`config.mk`:
```
export PLATFORM = sky130hd
export DESIGN_NAME = spm_loader_flat
export DESIGN_NICKNAME = d
export VERILOG_FILES = /design/src/rtl/spm_loader_pkg.sv /design/src/rtl/spm_loader_if.sv /design/src/rtl/spm_word_packer.sv /design/src/rtl/spm_loader.sv /design/src/flat_wrapper.sv
export SDC_FILE = /design/constraint.sdc
export NUM_CORES = 1
export LEC_CHECK = 0
export CAP_MARGIN = 10
export CORE_MARGIN = 5
export CORE_UTILIZATION = 51
export CTS_BUF_LIST = sky130_fd_sc_hd__clkbuf_4 sky130_fd_sc_hd__clkbuf_8
export CTS_CLUSTER_DIAMETER = 50
export DETAILED_ROUTE_END_ITERATION = 6
export MAX_ROUTING_LAYER = met4
export PLACE_DENSITY_LB_ADDON = 0.2
export SKIP_CTS_REPAIR_TIMING = 1
export SYNTH_ARGS = -nofsm -noshare
export SYNTH_HDL_FRONTEND = slang
export SYNTH_SLANG_ARGS = --single-unit
```
`constraint.sdc`:
```
create_clock -name clk -period 8.4 [get_ports clk]
set_input_delay 2.52 -clock clk [delete_from_list [all_inputs] [get_ports clk]]
set_output_delay 2.52 -clock clk [all_outputs]
set_load 0.02 [all_outputs]
```
`src/rtl/spm_loader_pkg.sv`:
```
// rtl/spm_loader_pkg.sv - shared types and constants for the SPM byte-stream loader
// SPM_LOADER_CHKSUM_EN adds the trailing checksum state.
package spm_loader_pkg;

   localparam int SPM_AW_DEF      = 12;      // mirrors SpmAddrBus in spm.vh
   localparam int HDR_LEN         = 4;
   localparam int TIMEOUT_CYC_DEF = 1000000;

   typedef enum logic [2:0] {
      ST_IDLE,
      ST_ADDR_HI,
      ST_ADDR_LO,
      ST_CNT_HI,
      ST_CNT_LO,
      ST_DATA
`ifdef SPM_LOADER_CHKSUM_EN
      , ST_CHK
`endif
   } state_t;

endpackage

```
`src/rtl/spm_loader_if.sv`:
```
// rtl/spm_loader_if.sv - byte stream in, SPM port B write bus out
interface spm_loader_if
   import spm_loader_pkg::*;
#(
   parameter int AW = SPM_AW_DEF
);
   logic [7:0]    rx_data;
   logic          rx_valid;
   logic [AW-1:0] spm_addr;
   logic [31:0]   spm_wr_data;
   logic          spm_we;

   modport master (input rx_data, rx_valid, output spm_addr, spm_wr_data, spm_we);
   modport slave  (output rx_data, rx_valid, input spm_addr, spm_wr_data, spm_we);
endinterface

```
`src/rtl/spm_word_packer.sv`:
```
// rtl/spm_word_packer.sv - packs big-endian bytes into 32-bit words
module spm_word_packer (
   input  logic        clk,
   input  logic        reset,
   input  logic        clear,
   input  logic        byte_valid,
   input  logic [7:0]  byte_data,
   output logic [31:0] word,
   output logic        word_done
);
   logic [1:0]  idx;
   logic [23:0] sr;

   // The fourth byte completes the word in the same cycle it arrives.
   assign word_done = byte_valid && (idx == 2'd3);
   assign word      = {sr, byte_data};

   always_ff @(posedge clk or posedge reset) begin
      if (reset) begin
         idx <= 2'd0;
         sr  <= '0;
      end else if (clear) begin
         idx <= 2'd0;
         sr  <= '0;
      end else if (byte_valid) begin
         idx <= idx + 2'd1;
         sr  <= {sr[15:0], byte_data};
      end
   end
endmodule

```
`src/rtl/spm_loader.sv`:
```
// rtl/spm_loader.sv - header-parsing UART-to-SPM port B loader
// Define SPM_LOADER_CHKSUM_EN for a trailing XOR checksum byte.
module spm_loader
   import spm_loader_pkg::*;
#(
   parameter int SPM_AW      = SPM_AW_DEF,
   parameter int TIMEOUT_CYC = TIMEOUT_CYC_DEF
) (
   input  logic            clk,
   input  logic            reset,
   input  logic            start,
   output logic            busy,
   output logic            done,
   output logic            err,
   spm_loader_if.master    bus
);
   localparam int TW = $clog2(TIMEOUT_CYC + 1);

   state_t            state;
   logic [7:0]        hdr_hi;
   logic [SPM_AW-1:0] cur_addr;
   logic [15:0]       remaining;
   logic [TW-1:0]     tmr;
   logic [31:0]       word;
   logic              word_done;
   logic              frame_end;
   logic [15:0]       cnt16;
`ifdef SPM_LOADER_CHKSUM_EN
   logic [7:0]        chk_acc;
`endif

   assign cnt16     = {hdr_hi, bus.rx_data};
   assign frame_end = (state == ST_CNT_LO && cnt16 == 16'd0) ||
                      (state == ST_DATA && word_done && remaining == 16'd1);

   spm_word_packer u_packer (
      .clk        (clk),
      .reset      (reset),
      .clear      (state != ST_DATA),
      .byte_valid (bus.rx_valid && state == ST_DATA),
      .byte_data  (bus.rx_data),
      .word       (word),
      .word_done  (word_done)
   );

   always_ff @(posedge clk or posedge reset) begin
      if (reset) begin
         state           <= ST_IDLE;
         busy            <= 1'b0;
         done            <= 1'b0;
         err             <= 1'b0;
         hdr_hi          <= '0;
         cur_addr        <= '0;
         remaining       <= '0;
         tmr             <= '0;
         bus.spm_we      <= 1'b0;
         bus.spm_addr    <= '0;
         bus.spm_wr_data <= '0;
`ifdef SPM_LOADER_CHKSUM_EN
         chk_acc         <= '0;
`endif
      end else begin
         done       <= 1'b0;
         bus.spm_we <= 1'b0;
         if (state == ST_IDLE) begin
            tmr <= '0;
            if (start) begin
               state <= ST_ADDR_HI;
               busy  <= 1'b1;
               err   <= 1'b0;
`ifdef SPM_LOADER_CHKSUM_EN
               chk_acc <= '0;
`endif
            end
         end else if (!bus.rx_valid && tmr == TW'(TIMEOUT_CYC - 1)) begin
            state <= ST_IDLE;
            busy  <= 1'b0;
            err   <= 1'b1;
         end else begin
            tmr <= bus.rx_valid ? '0 : tmr + 1'b1;
            if (bus.rx_valid) begin
               unique case (state)
                  ST_ADDR_HI: begin
                     hdr_hi <= bus.rx_data;
                     state  <= ST_ADDR_LO;
                  end
                  ST_ADDR_LO: begin
                     cur_addr <= SPM_AW'({hdr_hi, bus.rx_data});
                     state    <= ST_CNT_HI;
                  end
                  ST_CNT_HI: begin
                     hdr_hi <= bus.rx_data;
                     state  <= ST_CNT_LO;
                  end
                  ST_CNT_LO: begin
                     remaining <= cnt16;
                     state     <= ST_DATA;
                  end
                  ST_DATA: begin
`ifdef SPM_LOADER_CHKSUM_EN
                     chk_acc <= chk_acc ^ bus.rx_data;
`endif
                     if (word_done) begin
                        bus.spm_we      <= 1'b1;
                        bus.spm_addr    <= cur_addr;
                        bus.spm_wr_data <= word;
                        cur_addr        <= cur_addr + 1'b1;
                        remaining       <= remaining - 16'd1;
                     end
                  end
`ifdef SPM_LOADER_CHKSUM_EN
                  ST_CHK: begin
                     state <= ST_IDLE;
                     busy  <= 1'b0;
                     if (bus.rx_data == chk_acc) done <= 1'b1;
                     else                        err  <= 1'b1;
                  end
`endif
                  default: state <= ST_IDLE;
               endcase
               // Frame-end handling overrides the per-state next state above.
               if (frame_end) begin
`ifdef SPM_LOADER_CHKSUM_EN
                  state <= ST_CHK;
`else
                  state <= ST_IDLE;
                  busy  <= 1'b0;
                  done  <= 1'b1;
`endif
               end
            end
         end
      end
   end
endmodule

```
`src/flat_wrapper.sv`:
```
// flat-port wrapper written by rule: the top's interface ports become plain ports
module spm_loader_flat import spm_loader_pkg::*;
#(
   parameter int SPM_AW      = SPM_AW_DEF,
   parameter int TIMEOUT_CYC = TIMEOUT_CYC_DEF
)
  (clk, reset, start, busy, done, err, bus_rx_data, bus_rx_valid, bus_spm_addr, bus_spm_wr_data, bus_spm_we);
  spm_loader_if #(.AW(12)) bus_i ();
  input  logic clk;
  input  logic reset;
  input  logic start;
  output logic busy;
  output logic done;
  output logic err;
  input wire logic [$bits(bus_i.rx_data)-1:0] bus_rx_data;
  input wire logic [$bits(bus_i.rx_valid)-1:0] bus_rx_valid;
  output wire logic [$bits(bus_i.spm_addr)-1:0] bus_spm_addr;
  output wire logic [$bits(bus_i.spm_wr_data)-1:0] bus_spm_wr_data;
  output wire logic [$bits(bus_i.spm_we)-1:0] bus_spm_we;
  assign bus_i.rx_data = bus_rx_data;
  assign bus_i.rx_valid = bus_rx_valid;
  assign bus_spm_addr = bus_i.spm_addr;
  assign bus_spm_wr_data = bus_i.spm_wr_data;
  assign bus_spm_we = bus_i.spm_we;
  spm_loader #(.SPM_AW(SPM_AW), .TIMEOUT_CYC(TIMEOUT_CYC)) u_core (.clk(clk), .reset(reset), .start(start), .busy(busy), .done(done), .err(err), .bus(bus_i));
endmodule
```
Word level (Yosys, flattened, before mapping). Cells that the tools add are included.

Output and inout port bits: 48. Word-level logic and storage cells: 90. Bits of input ports: 12. Bits in registers: 133.

Muxes and demuxes: 34. Reductions and logical operators: 24. $add $sub $neg: 4. Eq/ne operators: 13. Bitwise operators: 2.

Operators with widths (number): $mux 20 (3); $mux 24 (2); $pmux 16 s2 (1); $pmux 12 s2 (1); $add 20x1->20 const B (1); $eq 20x20->1 const B (1); $mux 1 (17); $eq 16x1->1 const B (1); $logic_not 16->1 (1); $mux 16 (1); $sub 16x1->16 const B (1); $mux 3 (5); $pmux 3 s5 (1); $reduce_and 5->1 (3); $add 12x1->12 const B (1); $mux 12 (1); $reduce_bool 2->1 (4); $eq 3x2->1 const B (2); $eq 3x3->1 const B (2); $logic_and 1x1->1 (6); $reduce_and 3->1 (2); $reduce_bool 3->1 (2); $mux 2 (2); $ne 2x1->1 const B (2); 13 further kinds (14).

Logic depth before layout (Yosys ltp).
Depth after elaboration: 10. Depth in mapped cells: 10. Depth with buffers taken out: 7.

Cells and area by module. Synthesis repeated with hierarchy kept, for this count alone.

Cell total of the unflattened synthesis: 567. Area total of the unflattened synthesis: 6211.0 sq um.

By module, submodules not included: spm_loader (area each 5052.3 sq um, times used 1, seq. area each 2677.6 sq um, cells each 472); spm_word_packer (area each 1158.6 sq um, times used 1, seq. area each 650.6 sq um, cells each 95).

Least setup slack after synthesis. Ideal clock, no wire load.

Path kind: input -> register. From: input port bus_rx_valid. To: register u_core.busy. Data required time: 8.276 ns. Buffers on the path: 3. Data arrival time: 3.917 ns. Setup slack: 4.359 ns. Library setup time: 0.124 ns. Stages on the path: 6. Cells stage by stage: clkbuf_1 clkbuf_1 buf_1 o21ai_1 o211ai_1 nand2_1.

Longest elaborated chain between the ends: 7. Elaborated cells on any way between the ends: 12. Classes of those cells: 2 x mux; 10 x reduce/logical.

Ends and longest elaborated chain: from (decl) (RTL line flat_wrapper.sv:16) `input wire logic [$bits(bus_i.rx_valid)-1:0] bus_rx_valid;`; $logic_and 1x1->1 (RTL line spm_loader.sv:40) `.byte_valid (bus.rx_valid && state == ST_DATA),`; $logic_and 1x1->1 (RTL line spm_word_packer.sv:15) `assign word_done = byte_valid && (idx == 2'd3);`; $logic_and 1x1->1 (2 in a row) (RTL line spm_loader.sv:34) `(state == ST_DATA && word_done && remaining == 16'd1);`; $logic_or 1x1->1 (RTL line spm_loader.sv:33) `assign frame_end = (state == ST_CNT_LO && cnt16 == 16'd0) ||`; $reduce_bool 3->1 (no source line); $reduce_and 3->1 (no source line); to (signal assigned) (RTL line spm_loader.sv:49) `busy <= 1'b0;`; to (signal assigned) (RTL line spm_loader.sv:69) `busy <= 1'b1;`; to (signal assigned) (RTL line spm_loader.sv:77) `busy <= 1'b0;`; to (decl) (RTL line spm_loader.sv:12) `output logic busy,`.

Parallel ways exist; a longest one is shown, timed or not. A chain may end at the register's enable or synchronous reset.

Worst setup path after layout.
From: input port bus_rx_valid. To: register u_core.state[0].

Longest elaborated chain between the ends: 9. Elaborated cells on any way between the ends: 14. Classes of those cells: 1 x eq/ne; 4 x mux; 9 x reduce/logical.

Ends and longest elaborated chain: $logic_and 1x1->1 (RTL line spm_loader.sv:40); $logic_and 1x1->1 (RTL line spm_word_packer.sv:15); $logic_and 1x1->1 (2 in a row) (RTL line spm_loader.sv:34); $logic_or 1x1->1 (RTL line spm_loader.sv:33); $mux 3 (RTL line spm_loader.sv:122) `if (frame_end) begin`; $mux 3 (RTL line spm_loader.sv:81) `if (bus.rx_valid) begin`; $mux 3 (RTL line spm_loader.sv:75) `end else if (!bus.rx_valid && tmr == TW'(TIMEOUT_CYC - 1)) begin`; $mux 3 (RTL line spm_loader.sv:65) `if (state == ST_IDLE) begin`; to (signal assigned) (RTL line spm_loader.sv:68) `state <= ST_ADDR_HI;`; to (signal assigned) (RTL line spm_loader.sv:76) `state <= ST_IDLE;`; to (signal assigned) (RTL line spm_loader.sv:85) `state <= ST_ADDR_LO;`; to (decl) (RTL line spm_loader.sv:19) `state_t state;`.

Parallel ways exist; a longest one is shown, timed or not. The select of a mux whose other input is x is not followed.

==> flow_metrics.py <==
metrics = {
    "timing": {
        "slew_viol_final": 0,
        "finalSetupViolCount": 0,
        "period_needed_ns": 5.12,
        "period_share_pct": 60.9,
        "maxSlewHeadroom_pct": 29.1,
        "setup_tns_ns": 0,
        "fin_worst_skew_ns": 0.0108,
        "timing.final.hold_violations": 0,
        "tightestPinTransition_ns": 1.06,
        "max_freq_mhz": 195,
        "grt_setup_unrepaired": "no",
    },
    "synthesis": {
        "async_flop_share_pct": 100,
        "syn_nets": 640,
        "ys_warn_count": 0,
        "avgSynthCellArea_um2": 9.79,
        "synth_edf_count": 0,
        "synth_cell_types": 49,
        "ys_ff_latch": 133,
        "syn-instance-count": 623,
        "yosysSeqAreaShare_pct": 54.6,
        "synthFlopType": "dfrtp_1",
        "syn-cell-area_um2": 6100,
    },
    "drt": {
        "vias_per_cell": 5.58,
        "drt.antenna.violating_nets": 0,
        "wl_um": 13400,
        "first_pass_iters": 4,
        "drtIter0Drc": 453,
        "routedWlPerCell_um": 16.1,
        "vias": 4646,
        "drc": 0,
    },
    "setup_path": {
        "start_kind": "input port",
        "rrSetupSlack_ns": 5.22,
        "r2r_cells": 7,
        "critPathRequiredTime_ns": 8.72,
        "r2r_end": "u_core.state[0]",
        "path_class": "input port to flip-flop",
        "cp_max_fo": 47,
        "r2r-start": "u_core.state[1]",
        "cp-end-kind": "flip-flop",
        "crit_arrival_ns": 5.44,
    },
    "cells_and_area": {
        "final_cell_mix": "133 x dfrtp_1, 114 x nand2_1, 85 x nor2_1",
        "final_area_um2": 7160,
        "utilization_pct": 60.3,
        "nFillCells": 1003,
        "drive_gt1_share_pct": 10.4,
        "diodes": 0,
        "fin_cells": 832,
        "syn_to_final_growth_pct": 17.4,
        "final_net_count": 691,
        "final_common_cell": "dfrtp_1",
    },
    "outcome": {
        "status": "finished clean",
    },
    "global_routing": {
        "grt_pass1_wl_um": 23000,
        "grt.overflow.total": 0,
        "antenna_found_initial": 0,
        "grt_max_degree": 70,
        "grt.total_usage_pct": 20.8,
        "grt_pass1_vias": 4533,
    },
    "floorplan": {
        "die_w_um": 119,
        "io_pins": 60,
        "dieArea_um2": 14200,
        "start_util_pct": 51.4,
        "core-area_um2": 11900,
        "die_h_um": 119,
        "rows": 40,
    },
    "clock_tree": {
        "numCtsBuffers": 17,
        "clockRootBuffer": "clkbuf_8",
        "cts_sinks": 133,
        "cts_tree": "done",
        "path_clk_slew_ns": 0.07,
        "htreeDepth": 4,
        "clock_latency_ns": 0.44,
        "clk_path_buf_depth": 2,
    },
    "placed_design": {
        "placed_area_um2": 6760,
        "dp.cells": 802,
        "dpl.hpwl_um": 9000,
        "io_buffers": 59,
        "gp_routability_congestion": 0.831,
    },
    "power_and_ir_drop": {
        "vdd_drop_max_mv": 0.123,
        "p_leak_nw": 3.27,
        "powerDensity_nw_per_um2": 320,
        "power_w": 0.00229,
    },
    "hold_path": {
        "holdPathStages": 2,
        "holdPathEnd": "u_core.bus.spm_wr_data[28]",
        "hp-start": "u_core.u_packer.sr[20]",
        "holdCritPathClass": "flip-flop to flip-flop",
    },
    "run": {
        "drv_cap": 0,
    },
}
where the power goes:
part	internal [W]	switching [W]
Clock	0.000308	0.000221
Combinational	0.000318	0.000444
Sequential	0.000826	0.000176
critical path, stage by stage:
cell and delay (ns):
buf_2 0.73, nand3_2 1.06, nor4_1 0.67, nor3_1 0.16, a22oi_1 0.18, o211ai_1 0.10
layer usage:
layer  up-vias  global-route usage [%]  routed length, µm
met5         -                       -                  0
met4         0                    6.44                209
met3        19                    5.65                771
met2       121                    31.1               6330
met1      2246                    27.8               6110
li1       2260                       -                  -
layout make-up:
type                       count  area [µm²]  area share, %
clock buffer                  26         327           4.56
clock inverter                 4        70.1          0.979
inverter                       8        32.5          0.455
multi-input combinational    452        2610           36.4
sequential                   133        3330           46.5
tap                          147         184           2.57
timing repair buffer          62         608           8.50
registers in the layout, summed over array words and instances, names as in the netlist:
register                flops
u_core.remaining           16
u_core.err                  1
u_core.done                 1
u_core.bus.spm_wr_data     32
u_core.bus.spm_addr        12
u_core.busy                 1
u_core.cur_addr            12
u_core.u_packer.sr         24
u_core.tmr                 20
u_core.hdr_hi               8
u_core.u_packer.idx         2
u_core.state                3
u_core.bus.spm_we           1
synthesized netlist by cell type, drive strengths merged (9+ instances only):
cell	count	area, µm²
clkbuf	22	82.6
nor3	17	90.1
o21ai	27	135
nand3	18	90.1
a21oi	36	180
nor2	85	319
mux2i	26	260
nand4	10	62.6
xnor2	9	78.8
nand2	114	428
dfrtp	133	3330
and3	9	56.3
mux2	24	270
xor2	10	87.6
worst max-delay path by stage:
stage / endpoint / startpoint
after CTS: u_core.state[2] / bus_rx_valid
after global routing: u_core.state[0] / bus_rx_valid
after floorplan: u_core.bus.spm_addr[0] / reset
after global placement: u_core.state[0] / bus_rx_valid
after detailed placement: u_core.state[2] / bus_rx_valid
final: u_core.state[0] / bus_rx_valid
stage by stage:
step                hold slack (ns)  setup slack, ns
finish                        0.477             3.28
global route                  0.499             2.91
CTS                           0.479             3.28
detailed placement            0.462             2.82
global placement              0.458             2.93
floorplan                     0.438             2.33
kinds of logic after synthesis:
logic type / Yosys count / synth area share [%]
and+or+nand+nor: 284 / 21.1
DFF: 133 / 54.6
AOI/OAI and AO/OA: 94 / 9.07
muxes: 50 / 8.70
buffers and inverters: 38 / 2.75
xor gates and xnor gates: 19 / 2.73
adders and majority gates: 5 / 1.03
Power figures use the tool's default switching activity.
